File: src/rtl/tx_8b10b_serializer_pkg.sv
// Shared types and constants for the 8b/10b transmit path.
// Symbols are carried as {K, HGFEDCBA}; line codes as 10 bits with bit 'a' at index 0.
package enc8b10b_pkg;

  typedef logic [8:0] sym9_t;
  typedef logic [9:0] sym10_t;

  localparam sym9_t K28_5 = 9'h1BC;
  localparam sym9_t K28_1 = 9'h13C;

  typedef enum logic {
    ST_DATA = 1'b0,
    ST_EOB  = 1'b1
  } state_t;

  // Data symbols are always encodable; only a small set of control symbols exists.
  function automatic logic is_legal_k(sym9_t s);
    logic [4:0] x;
    logic [2:0] y;
    x = s[4:0];
    y = s[7:5];
    return !s[8] || (x == 5'd28) ||
           ((y == 3'd7) && ((x == 5'd23) || (x == 5'd27) || (x == 5'd29) || (x == 5'd30)));
  endfunction

endpackage

File: src/rtl/tx_8b10b_serializer_if.sv
// Word-side handshake and serial-side outputs of the 8b/10b transmitter.
interface tx_8b10b_serializer_if;
  import enc8b10b_pkg::*;

  sym9_t data_i;
  logic  valid_i;
  logic  eob_i;
  logic  ready_o;
  logic  serialdata_o;
  logic  sos_o;
  logic  kerr_o;

  modport master (
    output data_i, valid_i, eob_i,
    input  ready_o, serialdata_o, sos_o, kerr_o
  );

  modport slave (
    input  data_i, valid_i, eob_i,
    output ready_o, serialdata_o, sos_o, kerr_o
  );

endinterface

File: src/rtl/tx_8b10b_serializer_encoder.sv
// Combinational 8b/10b encoder: 5b/6b and 3b/4b tables with running disparity.
// The output code has bit 'a' at index 0 so it can be shifted out LSB first.
module enc8b10b_encoder
  import enc8b10b_pkg::*;
(
  input  sym9_t  sym,
  input  logic   rd_in,
  output sym10_t code,
  output logic   rd_out
);

  logic [4:0] x;
  logic [2:0] y;
  logic       k;
  logic       k28;
  logic       alt7;
  logic [5:0] six_n, six_p, six;
  logic [3:0] four_n, four_p, four;
  logic       rd_mid;
  logic [9:0] abcdeifghj;

  assign x   = sym[4:0];
  assign y   = sym[7:5];
  assign k   = sym[8];
  assign k28 = k && (x == 5'd28);

  // 5b/6b table, abcdei with 'a' as MSB; _n is the RD- column, _p the RD+ column.
  always_comb begin
    // NOTE: every combinational output gets a default first so no path can infer a latch.
    six_n = 6'b000000;
    six_p = 6'b000000;
    unique case (x)
      5'd0:  begin six_n = 6'b100111; six_p = 6'b011000; end
      5'd1:  begin six_n = 6'b011101; six_p = 6'b100010; end
      5'd2:  begin six_n = 6'b101101; six_p = 6'b010010; end
      5'd3:  begin six_n = 6'b110001; six_p = 6'b110001; end
      5'd4:  begin six_n = 6'b110101; six_p = 6'b001010; end
      5'd5:  begin six_n = 6'b101001; six_p = 6'b101001; end
      5'd6:  begin six_n = 6'b011001; six_p = 6'b011001; end
      5'd7:  begin six_n = 6'b111000; six_p = 6'b000111; end
      5'd8:  begin six_n = 6'b111001; six_p = 6'b000110; end
      5'd9:  begin six_n = 6'b100101; six_p = 6'b100101; end
      5'd10: begin six_n = 6'b010101; six_p = 6'b010101; end
      5'd11: begin six_n = 6'b110100; six_p = 6'b110100; end
      5'd12: begin six_n = 6'b001101; six_p = 6'b001101; end
      5'd13: begin six_n = 6'b101100; six_p = 6'b101100; end
      5'd14: begin six_n = 6'b011100; six_p = 6'b011100; end
      5'd15: begin six_n = 6'b010111; six_p = 6'b101000; end
      5'd16: begin six_n = 6'b011011; six_p = 6'b100100; end
      5'd17: begin six_n = 6'b100011; six_p = 6'b100011; end
      5'd18: begin six_n = 6'b010011; six_p = 6'b010011; end
      5'd19: begin six_n = 6'b110010; six_p = 6'b110010; end
      5'd20: begin six_n = 6'b001011; six_p = 6'b001011; end
      5'd21: begin six_n = 6'b101010; six_p = 6'b101010; end
      5'd22: begin six_n = 6'b011010; six_p = 6'b011010; end
      5'd23: begin six_n = 6'b111010; six_p = 6'b000101; end
      5'd24: begin six_n = 6'b110011; six_p = 6'b001100; end
      5'd25: begin six_n = 6'b100110; six_p = 6'b100110; end
      5'd26: begin six_n = 6'b010110; six_p = 6'b010110; end
      5'd27: begin six_n = 6'b110110; six_p = 6'b001001; end
      5'd28: begin six_n = 6'b001110; six_p = 6'b001110; end
      5'd29: begin six_n = 6'b101110; six_p = 6'b010001; end
      5'd30: begin six_n = 6'b011110; six_p = 6'b100001; end
      5'd31: begin six_n = 6'b101011; six_p = 6'b010100; end
      default: ;
    endcase
  end

  always_comb begin
    if (k28) six = rd_in ? 6'b110000 : 6'b001111;
    else     six = rd_in ? six_p : six_n;
    rd_mid = ($countones(six) == 3) ? rd_in : ($countones(six) > 3);
  end

  // The alternate x.7 form avoids a run of five equal bits across the sub-block boundary.
  assign alt7 = k ||
                (!rd_mid && ((x == 5'd17) || (x == 5'd18) || (x == 5'd20))) ||
                ( rd_mid && ((x == 5'd11) || (x == 5'd13) || (x == 5'd14)));

  // 3b/4b table, fghj with 'f' as MSB; columns selected by the disparity after the 6b block.
  always_comb begin
    four_n = 4'b0000;
    four_p = 4'b0000;
    if (k28) begin
      unique case (y)
        3'd0: begin four_n = 4'b1011; four_p = 4'b0100; end
        3'd1: begin four_n = 4'b0110; four_p = 4'b1001; end
        3'd2: begin four_n = 4'b1010; four_p = 4'b0101; end
        3'd3: begin four_n = 4'b1100; four_p = 4'b0011; end
        3'd4: begin four_n = 4'b1101; four_p = 4'b0010; end
        3'd5: begin four_n = 4'b0101; four_p = 4'b1010; end
        3'd6: begin four_n = 4'b1001; four_p = 4'b0110; end
        3'd7: begin four_n = 4'b0111; four_p = 4'b1000; end
        default: ;
      endcase
    end else begin
      unique case (y)
        3'd0: begin four_n = 4'b1011; four_p = 4'b0100; end
        3'd1: begin four_n = 4'b1001; four_p = 4'b1001; end
        3'd2: begin four_n = 4'b0101; four_p = 4'b0101; end
        3'd3: begin four_n = 4'b1100; four_p = 4'b0011; end
        3'd4: begin four_n = 4'b1101; four_p = 4'b0010; end
        3'd5: begin four_n = 4'b1010; four_p = 4'b1010; end
        3'd6: begin four_n = 4'b0110; four_p = 4'b0110; end
        3'd7: begin
          four_n = alt7 ? 4'b0111 : 4'b1110;
          four_p = alt7 ? 4'b1000 : 4'b0001;
        end
        default: ;
      endcase
    end
  end

  always_comb begin
    four       = rd_mid ? four_p : four_n;
    rd_out     = ($countones(four) == 2) ? rd_mid : ($countones(four) > 2);
    abcdeifghj = {six, four};
    code       = '0;
    for (int i = 0; i < 10; i++) code[i] = abcdeifghj[9-i];
  end

endmodule

File: src/rtl/tx_8b10b_serializer.sv
// 8b/10b transmitter: accepts {K,HGFEDCBA} words, encodes with running disparity and
// shifts each 10-bit symbol out bit 'a' first, filling gaps with commas and closing blocks.
module tx_8b10b_serializer
  import enc8b10b_pkg::*;
#(
  parameter sym9_t IDLE_K = K28_5,
  parameter sym9_t EOB_K  = K28_1
) (
  input  logic                  clk_i,
  input  logic                  rst_i,
  tx_8b10b_serializer_if.slave  bus
);

  logic [3:0] bit_cnt;
  sym10_t     shreg;
  logic       rd;
  state_t     state;
  logic       sos_q;
  logic       kerr_q;

  logic       load;
  sym9_t      sel_sym;
  logic       sel_kerr;
  sym10_t     enc_code;
  logic       enc_rd;

  assign load = (bit_cnt == 4'd9);

  // Symbol choice for the next load edge; an unencodable K request degrades to a comma.
  always_comb begin
    sel_sym  = IDLE_K;
    sel_kerr = 1'b0;
    if (state == ST_EOB) begin
      sel_sym = EOB_K;
    end else if (bus.valid_i) begin
      if (is_legal_k(bus.data_i)) sel_sym = bus.data_i;
      else                        sel_kerr = 1'b1;
    end
  end

  enc8b10b_encoder u_enc (
    .sym    (sel_sym),
    .rd_in  (rd),
    .code   (enc_code),
    .rd_out (enc_rd)
  );

  // RD is committed only on load edges, so a symbol's disparity is fixed for all its ten bits.
  always_ff @(posedge clk_i or posedge rst_i) begin
    if (rst_i) begin
      bit_cnt <= 4'd9;
      shreg   <= '0;
      rd      <= 1'b0;
      state   <= ST_DATA;
      sos_q   <= 1'b0;
      kerr_q  <= 1'b0;
    end else if (load) begin
      // NOTE: state registers use non-blocking assignments so every flop samples pre-edge values.
      bit_cnt <= 4'd0;
      shreg   <= enc_code;
      rd      <= enc_rd;
      sos_q   <= 1'b1;
      kerr_q  <= sel_kerr;
      if (state == ST_EOB)                 state <= ST_DATA;
      else if (bus.valid_i && bus.eob_i)   state <= ST_EOB;
      else                                 state <= ST_DATA;
    end else begin
      bit_cnt <= bit_cnt + 4'd1;
      shreg   <= shreg >> 1;
      sos_q   <= 1'b0;
      kerr_q  <= 1'b0;
    end
  end

  assign bus.serialdata_o = shreg[0];
  assign bus.sos_o        = sos_q;
  assign bus.kerr_o       = kerr_q;
  assign bus.ready_o      = load && (state == ST_DATA) && !rst_i;

endmodule

File: src/flat_wrapper.sv
// flat-port wrapper written by rule: the top's interface ports become plain ports
module tx_8b10b_serializer_flat import enc8b10b_pkg::*;
#(
  parameter sym9_t IDLE_K = K28_5,
  parameter sym9_t EOB_K  = K28_1
)
  (clk_i, rst_i, bus_data_i, bus_valid_i, bus_eob_i, bus_ready_o, bus_serialdata_o, bus_sos_o, bus_kerr_o);
  tx_8b10b_serializer_if bus_i ();
  input  logic clk_i;
  input  logic rst_i;
  input wire logic [$bits(bus_i.data_i)-1:0] bus_data_i;
  input wire logic [$bits(bus_i.valid_i)-1:0] bus_valid_i;
  input wire logic [$bits(bus_i.eob_i)-1:0] bus_eob_i;
  output wire logic [$bits(bus_i.ready_o)-1:0] bus_ready_o;
  output wire logic [$bits(bus_i.serialdata_o)-1:0] bus_serialdata_o;
  output wire logic [$bits(bus_i.sos_o)-1:0] bus_sos_o;
  output wire logic [$bits(bus_i.kerr_o)-1:0] bus_kerr_o;
  assign bus_i.data_i = bus_data_i;
  assign bus_i.valid_i = bus_valid_i;
  assign bus_i.eob_i = bus_eob_i;
  assign bus_ready_o = bus_i.ready_o;
  assign bus_serialdata_o = bus_i.serialdata_o;
  assign bus_sos_o = bus_i.sos_o;
  assign bus_kerr_o = bus_i.kerr_o;
  tx_8b10b_serializer #(.IDLE_K(IDLE_K), .EOB_K(EOB_K)) u_core (.clk_i(clk_i), .rst_i(rst_i), .bus(bus_i));
endmodule
File: config.mk
export PLATFORM = sky130hd
export DESIGN_NAME = tx_8b10b_serializer_flat
export DESIGN_NICKNAME = d
export VERILOG_FILES = /design/src/rtl/tx_8b10b_serializer_pkg.sv /design/src/rtl/tx_8b10b_serializer_if.sv /design/src/rtl/tx_8b10b_serializer_encoder.sv /design/src/rtl/tx_8b10b_serializer.sv /design/src/flat_wrapper.sv
export SDC_FILE = /design/constraint.sdc
export NUM_CORES = 1
export LEC_CHECK = 0
export ABC_AREA = 1
export CAP_MARGIN = 20
export CORE_ASPECT_RATIO = 0.6
export CORE_UTILIZATION = 50
export CTS_CLUSTER_DIAMETER = 80
export DETAILED_ROUTE_END_ITERATION = 7
export MAX_ROUTING_LAYER = met4
export PLACE_DENSITY_LB_ADDON = 0.2
export SYNTH_ARGS = -nofsm -noshare
export SYNTH_HDL_FRONTEND = slang
export SYNTH_SLANG_ARGS = --single-unit
File: constraint.sdc
create_clock -name clk_i -period 19.8 [get_ports clk_i]
set_input_delay 3.96 -clock clk_i [delete_from_list [all_inputs] [get_ports clk_i]]
set_output_delay 3.96 -clock clk_i [all_outputs]
set_load 0.005 [all_outputs]
==> impl_results.md, run 1 <==
* Clk slew on worst S/H paths at 0.07 ns
* WL final at 5110 µm
* Final worst setup slack at 8.38 ns
* Post-synth top area cell: nand2_1
* Least-Margin Pin Slew at 0.991 ns
* Post-synth ARST share at 1.00
* Post-DP HPWL at 4000 µm
* Met2 usage in global routing at 0.355
* Final ANT Viol Nets at 0
* Final TNS setup at 0 ns
* Max cap viols at 0
* Fin. Hold Viols at 0
* DR vias at 2111
* Root Buffer: clkbuf_8
* Hold-fix buffers at CTS at 0
* Largest net degree at the start of global routing at 19
* CORE AREA at 0.00383 mm²
* CP most frequent cell: nand2_1
* Pwr Total at 366 µW
* Layout Nets at 378
* CTS resizes at 0
* CTS tree: yes
* Status: completed
* Leakage at 1.28 nW
* Final Cycle Share at 0.577
* Worst Setup SP: bus_data_i[2]
* Layout cells sized above 1 at 0.0891
* Area contributors post-synth: nand2_1, dfrtp_1, inv_1
* Die Y at 51.9 µm
* Synth-to-layout area growth at 11.1%
* Post-synth EDFFs at 0
* Finished Core Util at 0.603
* CTS sink cnt at 18
* Clk_lat worst skew at 0.26 ns
* Worst EP arrival at 11.56 ns
* Num CTS Buffers at 3
* Fin crit period at 11.42 ns
* Postcts setup bufs at 0
* Vias per cell at 5.34
* Syn_area_per_cell at 6.20 µm²
* Die X at 85.2 µm
* FF-to-FF Start: u_core.state
* CTS H-tree depth at 1
* Die area at 0.00443 mm²
* Slowest CP cell: fa_1
* Global-route wire length before repair at 8430 µm
* Post-route DRC at 0
* Crit path max fanout at 10
* Syn_nets at 364
* Post-synth top cells: nand2_1, inv_1, nor2_1
* Crit path to: u_core.rd
* Gr busiest metal: met1
* Worst Hold Class: reg -> reg
* Netlist cell types at 34
* Depth of the worst hold-timing path at 2
* Number of synthesized register bits at 18
* Reg2Reg Capture Point: u_core.rd
* Final setup viols at 0
* GRT Total Usage at 0.256
* Pwr Density at 159 mW/mm²
* Met1 Resource Use GR at 0.381
* Critical path type: in -> reg
* Non-Filler Instances at 395
* Clock buffer depth at 2
* Mapped Cells at 335
* CP required at 19.94 ns
* Initial antenna violation count at 0
* # diodes at 0
* Max Freq at 0.0875 GHz
* GR Util met3 at 0.0587
* Placed cell count at 391
* Maximum VDD drop at 0.000125 V
* Synthesized area at 0.00208 mm²
* Vias in the first global route at 1791
* Crit-path max cell delay at 0.57 ns
* Synth warn at 0
* Row count at 17
* Most used DFF post-synth: dfrtp_1
* Routability cong. at 0.925
* DR WL/cell at 12.9 µm
* Flop2flop setup slack at 12.53 ns
* RSZ-0062 raised after global routing: false
* Slew Viols, Final at 0
* Top-area cell type share of the netlist area at 0.213
* Relative slew slack at 0.337
* CP Launch Type: input port
* Total grt overflow at 0
* Reg2Reg Depth at 39
* I/O Buffers at 16
* Sequential area share after synthesis at 0.218
* Top-count cell post-synth: nand2_1
* Pre-CTS setup slack at 8.23 ns
* Final worst clock skew at 0.00293 ns
* Drt first pass iters at 5
* Initial core utilization at 0.543
* Ports at 17
* 1st-iter DRT viols at 165
* Crit end category: flop
==> state kept, by name, summed over array words and instances (netlist names) <==
signal             count
u_core.bit_cnt         4
u_core.bus.kerr_o      1
u_core.bus.sos_o       1
u_core.rd              1
u_core.shreg          10
u_core.state           1
==> kinds of logic after synthesis <==
group                      Yosys count  share of synthesized area
buffers and inverters               57                      0.113
DFF                                 18                      0.218
adders and majority gates           16                      0.111
and+or+nand+nor                    207                      0.433
xor gates and xnor gates             2                    0.00843
AOI/OAI and AO/OA                   35                      0.117
==> power breakdown <==
| group | switching [mW] | internal (mW) |
|---|---|---|
| clock | 0.0126 | 0.0177 |
| combinational | 0.174 | 0.115 |
| sequential | 0.00387 | 0.0437 |
| total | 0.190 | 0.176 |
==> critical path: cells and delay by family <==
family                   cells  cell delay [ns]
buffers and inverters        8             1.21
adder cells (fa/ha/maj)      8             2.89
AO/OA/AOI/OAI                4             0.97
AND/OR/NAND/NOR             21             2.52
==> routing by layer <==
layer,share of wire,vias to the layer above
met5,0,-
met3,0.077,4
met2,0.39,94
li1,-,1081
met4,0.0053,0
met1,0.53,932
==> metrics by stage <==
step	instance area (µm²)	hold WS, ns
6_report	2310	0.445
5_1_grt	2310	0.478
4_1_cts	2310	0.447
3_5_place_dp	2250	0.431
3_3_place_gp	2250	0.430
2_1_floorplan	2080	0.425
==> cell usage in the layout (no fill, tap or decap), types with 3 or more instances in the layout <==
master | netlist | final
nand2_2 | 4 | 4
a21oi_1 | 8 | 8
clkbuf_8 | 0 | 4
ha_1 | 12 | 12
nor3_1 | 4 | 4
nand2_1 | 118 | 118
o21ai_1 | 5 | 5
nand2_4 | 3 | 3
nor2_1 | 35 | 35
nand4_1 | 7 | 7
fa_1 | 4 | 4
o21ai_0 | 8 | 8
o21ai_2 | 5 | 5
nand3_1 | 29 | 29
clkdlybuf4s50_1 | 0 | 16
dfrtp_1 | 16 | 16
inv_1 | 47 | 47
o211ai_1 | 4 | 4
==> area by class of cell <==
| type | count | area (µm²) |
|---|---|---|
| multi-input cells | 260 | 1390 |
| well taps | 47 | 58.8 |
| repair buffers | 17 | 168 |
| clock buffers | 4 | 55.1 |
| fillers | 374 | 1520 |
| flip-flops and latches | 18 | 453 |
| inverters | 49 | 184 |
==> worst min path at each step <==
stage | start | end | slack (ns)
2_1_floorplan | u_core.shreg[1] | u_core.shreg[0] | 0.43
3_3_place_gp | u_core.shreg[8] | u_core.shreg[7] | 0.43
3_5_place_dp | u_core.shreg[8] | u_core.shreg[7] | 0.43
4_1_cts | u_core.shreg[8] | u_core.shreg[7] | 0.45
5_1_grt | u_core.shreg[8] | u_core.shreg[7] | 0.48
6_report | u_core.shreg[8] | u_core.shreg[7] | 0.45
Power figures use the tool's default switching activity.
==> inputs of run 2 (changes only) <==
clock period = 11.5 ns   (was 19.8 ns; I/O delays follow)
==> run 2 against run 1 <==
Net effect: count of clock-buffer cells in the layout unchanged; core utilization unchanged; worst setup slack got worse by 6.7 ns; clock skew decreased by 0.0011 ns; final cell count unchanged; sequential power increased by 72%; routed wire length decreased by 3.3%; design area unchanged; worst hold slack improved by 0.0066 ns; combinational power increased by 63%; flip-flop and latch count unchanged; critical path type unchanged; critical endpoint unchanged; largest cell class unchanged.
==> impl_results.md, run 2 (synthesis results as in run 1) <==
* CTS sink cnt at 18 (unchanged)
* Final ANT Viol Nets at 0 (unchanged)
* CTS tree: yes
* Final setup viols at 0 (unchanged)
* Worst EP arrival at 9.94 ns (-1.62 ns)
* WL final at 4940 µm (-3.3%)
* RSZ-0062 raised after global routing: false
* DR WL/cell at 12.5 µm (-3.3%)
* Max Freq at 0.102 GHz
* Crit-path max cell delay at 0.57 ns (about the same)
* Slowest CP cell: clkdlybuf4s50_1
* Num CTS Buffers at 3 (unchanged)
* Fin. Hold Viols at 0 (unchanged)
* Pwr Total at 603 µW (+65%)
* Clk_lat worst skew at 0.25 ns (about the same)
* Synth-to-layout area growth at 11.1% (unchanged)
* Leakage at 1.28 nW (unchanged)
* Post-DP HPWL at 3930 µm (-1.6%)
* Critical path type: in -> reg
* Largest net degree at the start of global routing at 19 (unchanged)
* Layout cells sized above 1 at 0.0891 (unchanged)
* Drt first pass iters at 5 (unchanged)
* Die area at 0.00443 mm² (unchanged)
* Row count at 17 (unchanged)
* Flop2flop setup slack at 4.23 ns (-8.30 ns)
* 1st-iter DRT viols at 203 (+23%)
* CTS resizes at 0 (unchanged)
* CTS H-tree depth at 1 (unchanged)
* Top flop regs: u_core.shreg x10, u_core.bit_cnt x4
* Die Y at 51.9 µm (unchanged)
* Final TNS setup at 0 ns (unchanged)
* Postcts setup bufs at 0 (unchanged)
* Initial antenna violation count at 0 (unchanged)
* CORE AREA at 0.00383 mm² (unchanged)
* Status: completed
* Crit path max fanout at 10 (unchanged)
* Clock buffer depth at 2 (unchanged)
* Least-Margin Pin Slew at 0.902 ns (-0.0885 ns)
* Buf/Inv on CP at 8 (unchanged)
* Worst Hold Class: reg -> reg
* Biggest register: u_core.shreg
* Vias per cell at 5.30 (-0.76%)
* Clk slew on worst S/H paths at 0.07 ns (about the same)
* Commonest cells after routing, fill and taps aside: nand2_1, inv_1, nor2_1
* Ports at 17 (unchanged)
* Final worst clock skew at 0.00185 ns (-0.00108 ns)
* Total grt overflow at 0 (unchanged)
* Crit end category: flop
* CP Launch Type: input port
* Root Buffer: clkbuf_8
* Max reg flops at 10 (unchanged)
* Maximum VDD drop at 0.000182 V (+46%)
* CP required at 11.63 ns (-8.31 ns)
* GRT Total Usage at 0.246 (-0.0104)
* Layout Nets at 378 (unchanged)
* Initial core utilization at 0.543 (unchanged)
* Hold-fix buffers at CTS at 0 (unchanged)
* Commonest non-fill, non-tap cell in the layout: nand2_1
* Fin crit period at 9.81 ns
* Max cap viols at 0 (unchanged)
* DR vias at 2095 (-0.76%)
* I/O Buffers at 16 (unchanged)
* Slew Viols, Final at 0 (unchanged)
* Global-route wire length before repair at 8360 µm (-0.82%)
* Routability cong. at 0.914 (-1.2%)
* Final Cycle Share at 0.853
* CP most frequent cell: nand2_1
* Relative slew slack at 0.396 (+0.0592)
* Post-route DRC at 0 (unchanged)
* Vias in the first global route at 1768 (-1.3%)
* Worst path top cell family by delay: adder cells
* Pwr Density at 261 mW/mm² (+65%)
* Die X at 85.2 µm (unchanged)
* # diodes at 0 (unchanged)
## run 2: layout make-up
| class | count | area (µm²) |
|---|---|---|
| Clock buffer | 4 | 55.1 |
| Fill cell | 384 | 1520 |
| Inverter | 49 | 184 |
| Multi-Input combinational cell | 260 | 1390 |
| Sequential cell | 18 | 453 |
| Tap cell | 47 | 58.8 |
| Timing Repair Buffer | 17 | 168 |
## run 2: stage by stage
step | hold slack (ns) | cell area [µm²] | cells | util | worst slack (ns)
after floorplan | 0.425 | 2080 | 335 | - | 2.87
after global placement | 0.433 | 2250 | 391 | 0.589 | 1.65
after detailed placement | 0.439 | 2250 | 391 | 0.589 | 1.56
after CTS | 0.454 | 2310 | 395 | 0.603 | 1.77
after global routing | 0.468 | 2310 | 395 | 0.603 | 1.09
final | 0.452 | 2310 | 395 | 0.603 | 1.69
## run 2: final timing paths
check | depth (start not counted) | from | endpoint
max | 41 | bus_data_i[2] | u_core.rd
min | 2 | u_core.shreg[5] | u_core.shreg[4]
max reg2reg | 39 | u_core.state | u_core.rd
min reg2reg | 2 | u_core.shreg[5] | u_core.shreg[4]
max in group asynchronous | 2 | rst_i | u_core.shreg[5]
min in group asynchronous | 2 | rst_i | u_core.shreg[7]
## run 2: layer usage
layer / GRT usage / vias to the layer above / wire (µm)
li1: - / 1079 / -
met1: 0.387 / 913 / 2610
met2: 0.324 / 101 / 1840
met3: 0.0444 / 2 / 476
met4: 0.0311 / 0 / 12
met5: - / - / 0
## run 2: worst register-to-register path, delay by kind of cell, from the launching register on
| family | cells | cell delay (ns) |
|---|---|---|
| flip-flops | 1 | 0.42 |
| buffers and inverters | 9 | 0.86 |
| AO/OA/AOI/OAI | 3 | 0.62 |
| AND/OR/NAND/NOR | 19 | 2.36 |
| adder cells (fa/ha/maj) | 8 | 2.90 |
## run 2: power by group
| part | internal [mW] | switching (mW) | leakage (nW) | total, mW |
|---|---|---|---|---|
| Clock | 0.0304 | 0.0202 | 0.0288 | 0.0506 |
| Sequential | 0.0753 | 0.00647 | 0.241 | 0.0818 |
| Combinational | 0.193 | 0.277 | 1.01 | 0.471 |
==> inputs of run 3 (changes only) <==
PLACE_DENSITY = 0.72   (was default)
PLACE_DENSITY_LB_ADDON = default   (was 0.2)
==> run 3 against run 2 <==
Net effect: design area grew 0.32%; critical endpoint unchanged; critical path depth is the same; die area is the same; clock skew grew 0.0060 ns; sequential power grew 0.5%; non-clock buffer count grew 1; global-route usage grew 1.6 points.
==> impl_results.md, run 3 (synthesis results as in run 1) <==
* Status: completed
* Fin. Hold Viols at 0 (unchanged)
* Post-DP HPWL at 4070 µm (+3.4%)
* DR vias at 2159 (+3.1%)
* Top flop regs: u_core.shreg x10, u_core.bit_cnt x4
* Global-route wire length before repair at 8660 µm (+3.6%)
* Pwr Density at 264 mW/mm² (+1.2%)
* Pwr Total at 612 µW (+1.6%)
* Root Buffer: clkbuf_8
* Finished Cell Area at 0.00232 mm² (+0.32%)
* Hold WS at 0.449 ns (-0.00300 ns)
* Biggest register: u_core.shreg
* Die X at 85.2 µm (unchanged)
* DR WL/cell at 13.0 µm (+4.0%)
* Layout cells sized above 1 at 0.0917 (+0.00261)
* CTS resizes at 0 (unchanged)
* Final Cycle Share at 0.846 (-0.00685)
* GRT Total Usage at 0.262 (+0.0162)
* Postcts setup bufs at 0 (unchanged)
* CP required at 11.63 ns (about the same)
* Fin crit period at 9.73 ns (-0.0788 ns)
* Final worst setup slack at 1.77 ns (+0.0788 ns)
* Clk slew on worst S/H paths at 0.07 ns (about the same)
* Hold-fix buffers at CTS at 0 (unchanged)
* 1st-iter DRT viols at 159 (-22%)
* Max Freq at 0.103 GHz (+0.81%)
* CP most frequent cell: nand2_1
* Clk_lat worst skew at 0.26 ns (about the same)
* Max reg flops at 10 (unchanged)
* Num CTS Buffers at 3 (unchanged)
* Clock buffer depth at 2 (unchanged)
* I/O Buffers at 16 (unchanged)
* Post-route DRC at 0 (unchanged)
* Worst Hold Class: reg -> reg
* Initial antenna violation count at 0 (unchanged)
* Pre-CTS setup slack at 1.58 ns (+0.0204 ns)
* Leakage at 1.28 nW (+0.42%)
* WL final at 5150 µm (+4.2%)
* Finished Core Util at 0.605 (+0.00196)
* Final TNS setup at 0 ns (unchanged)
* CORE AREA at 0.00383 mm² (unchanged)
* Critical path type: in -> reg
* Relative slew slack at 0.554 (+0.158)
* Routability cong. at 0.885 (-3.2%)
* Die area at 0.00443 mm² (unchanged)
* Least-Margin Pin Slew at 0.668 ns (-0.234 ns)
* FF-to-FF Start: u_core.state
* Final ANT Viol Nets at 0 (unchanged)
* Final setup viols at 0 (unchanged)
* Vias in the first global route at 1848 (+4.5%)
* Commonest non-fill, non-tap cell in the layout: nand2_1
* CTS sink cnt at 18 (unchanged)
* Worst EP arrival at 9.86 ns (-0.08 ns)
* Commonest cells after routing, fill and taps aside: nand2_1, inv_1, nor2_1
* Max cap viols at 0 (unchanged)
* Largest net degree at the start of global routing at 19 (unchanged)
* Drt first pass iters at 5 (unchanged)
* Non-Filler Instances at 396 (+0.25%)
* Slowest CP cell: clkdlybuf4s50_1
* Maximum VDD drop at 0.000338 V (+85%)
* Die Y at 51.9 µm (unchanged)
* Layout Nets at 379 (+0.26%)
* Placed cell count at 392 (+0.26%)
* Crit path max fanout at 10 (unchanged)
* Final worst clock skew at 0.00784 ns (+0.00599 ns)
* Worst Setup SP: bus_data_i[2]
* Ports at 17 (unchanged)
* Crit-path max cell delay at 0.56 ns (about the same)
* CP Launch Type: input port
* Total grt overflow at 0 (unchanged)
* Hold Crit Start: u_core.shreg[8]
* Synth-to-layout area growth at 11.5%
* Crit end category: flop
* Placed Area at 0.00226 mm² (+0.33%)
* Initial core utilization at 0.543 (unchanged)
* CTS tree: yes
* Vias per cell at 5.45 (+2.8%)
* # diodes at 0 (unchanged)
* CTS H-tree depth at 1 (unchanged)
* Row count at 17 (unchanged)
* Slew Viols, Final at 0 (unchanged)
* RSZ-0062 raised after global routing: false
==> run 3: cell type report <==
class	count	area [µm²]
Clock buffer	4	55.1
Fill cell	372	1510
Inverter	49	184
Multi-Input combinational cell	260	1390
Sequential cell	18	453
Tap cell	47	58.8
Timing Repair Buffer	18	175
==> run 3: critical path, delay by kind of cell <==
| kind | cells | cell delay (ns) |
|---|---|---|
| AOI/OAI and AO/OA | 4 | 0.94 |
| adders and majority gates | 8 | 2.91 |
| buffers and inverters | 8 | 1.18 |
| and+or+nand+nor | 21 | 2.50 |
==> run 3: final timing paths <==
kind | cells past startpoint | slack [ns] | end
max | 41 | 1.77 | u_core.rd
min | 2 | 0.45 | u_core.shreg[7]
max reg2reg | 39 | 4.26 | u_core.rd
min reg2reg | 2 | 0.45 | u_core.shreg[7]
max in group asynchronous | 2 | 8.58 | u_core.bit_cnt[1]
min in group asynchronous | 2 | 2.49 | u_core.shreg[9]
==> run 3: layer usage <==
layer | track usage | up-vias | routed length [µm]
li1 | - | 1088 | -
met1 | 0.393 | 977 | 2770
met2 | 0.367 | 87 | 1950
met3 | 0.0476 | 7 | 397
met4 | 0.0452 | 0 | 27
met5 | - | - | 0
==> run 3: report_power, final <==
part / leakage (nW) / internal, mW / switching, mW
combinational: 1.01 / 0.193 / 0.285
clock: 0.0288 / 0.0304 / 0.0212
sequential: 0.241 / 0.0753 / 0.00692
total: 1.28 / 0.299 / 0.313
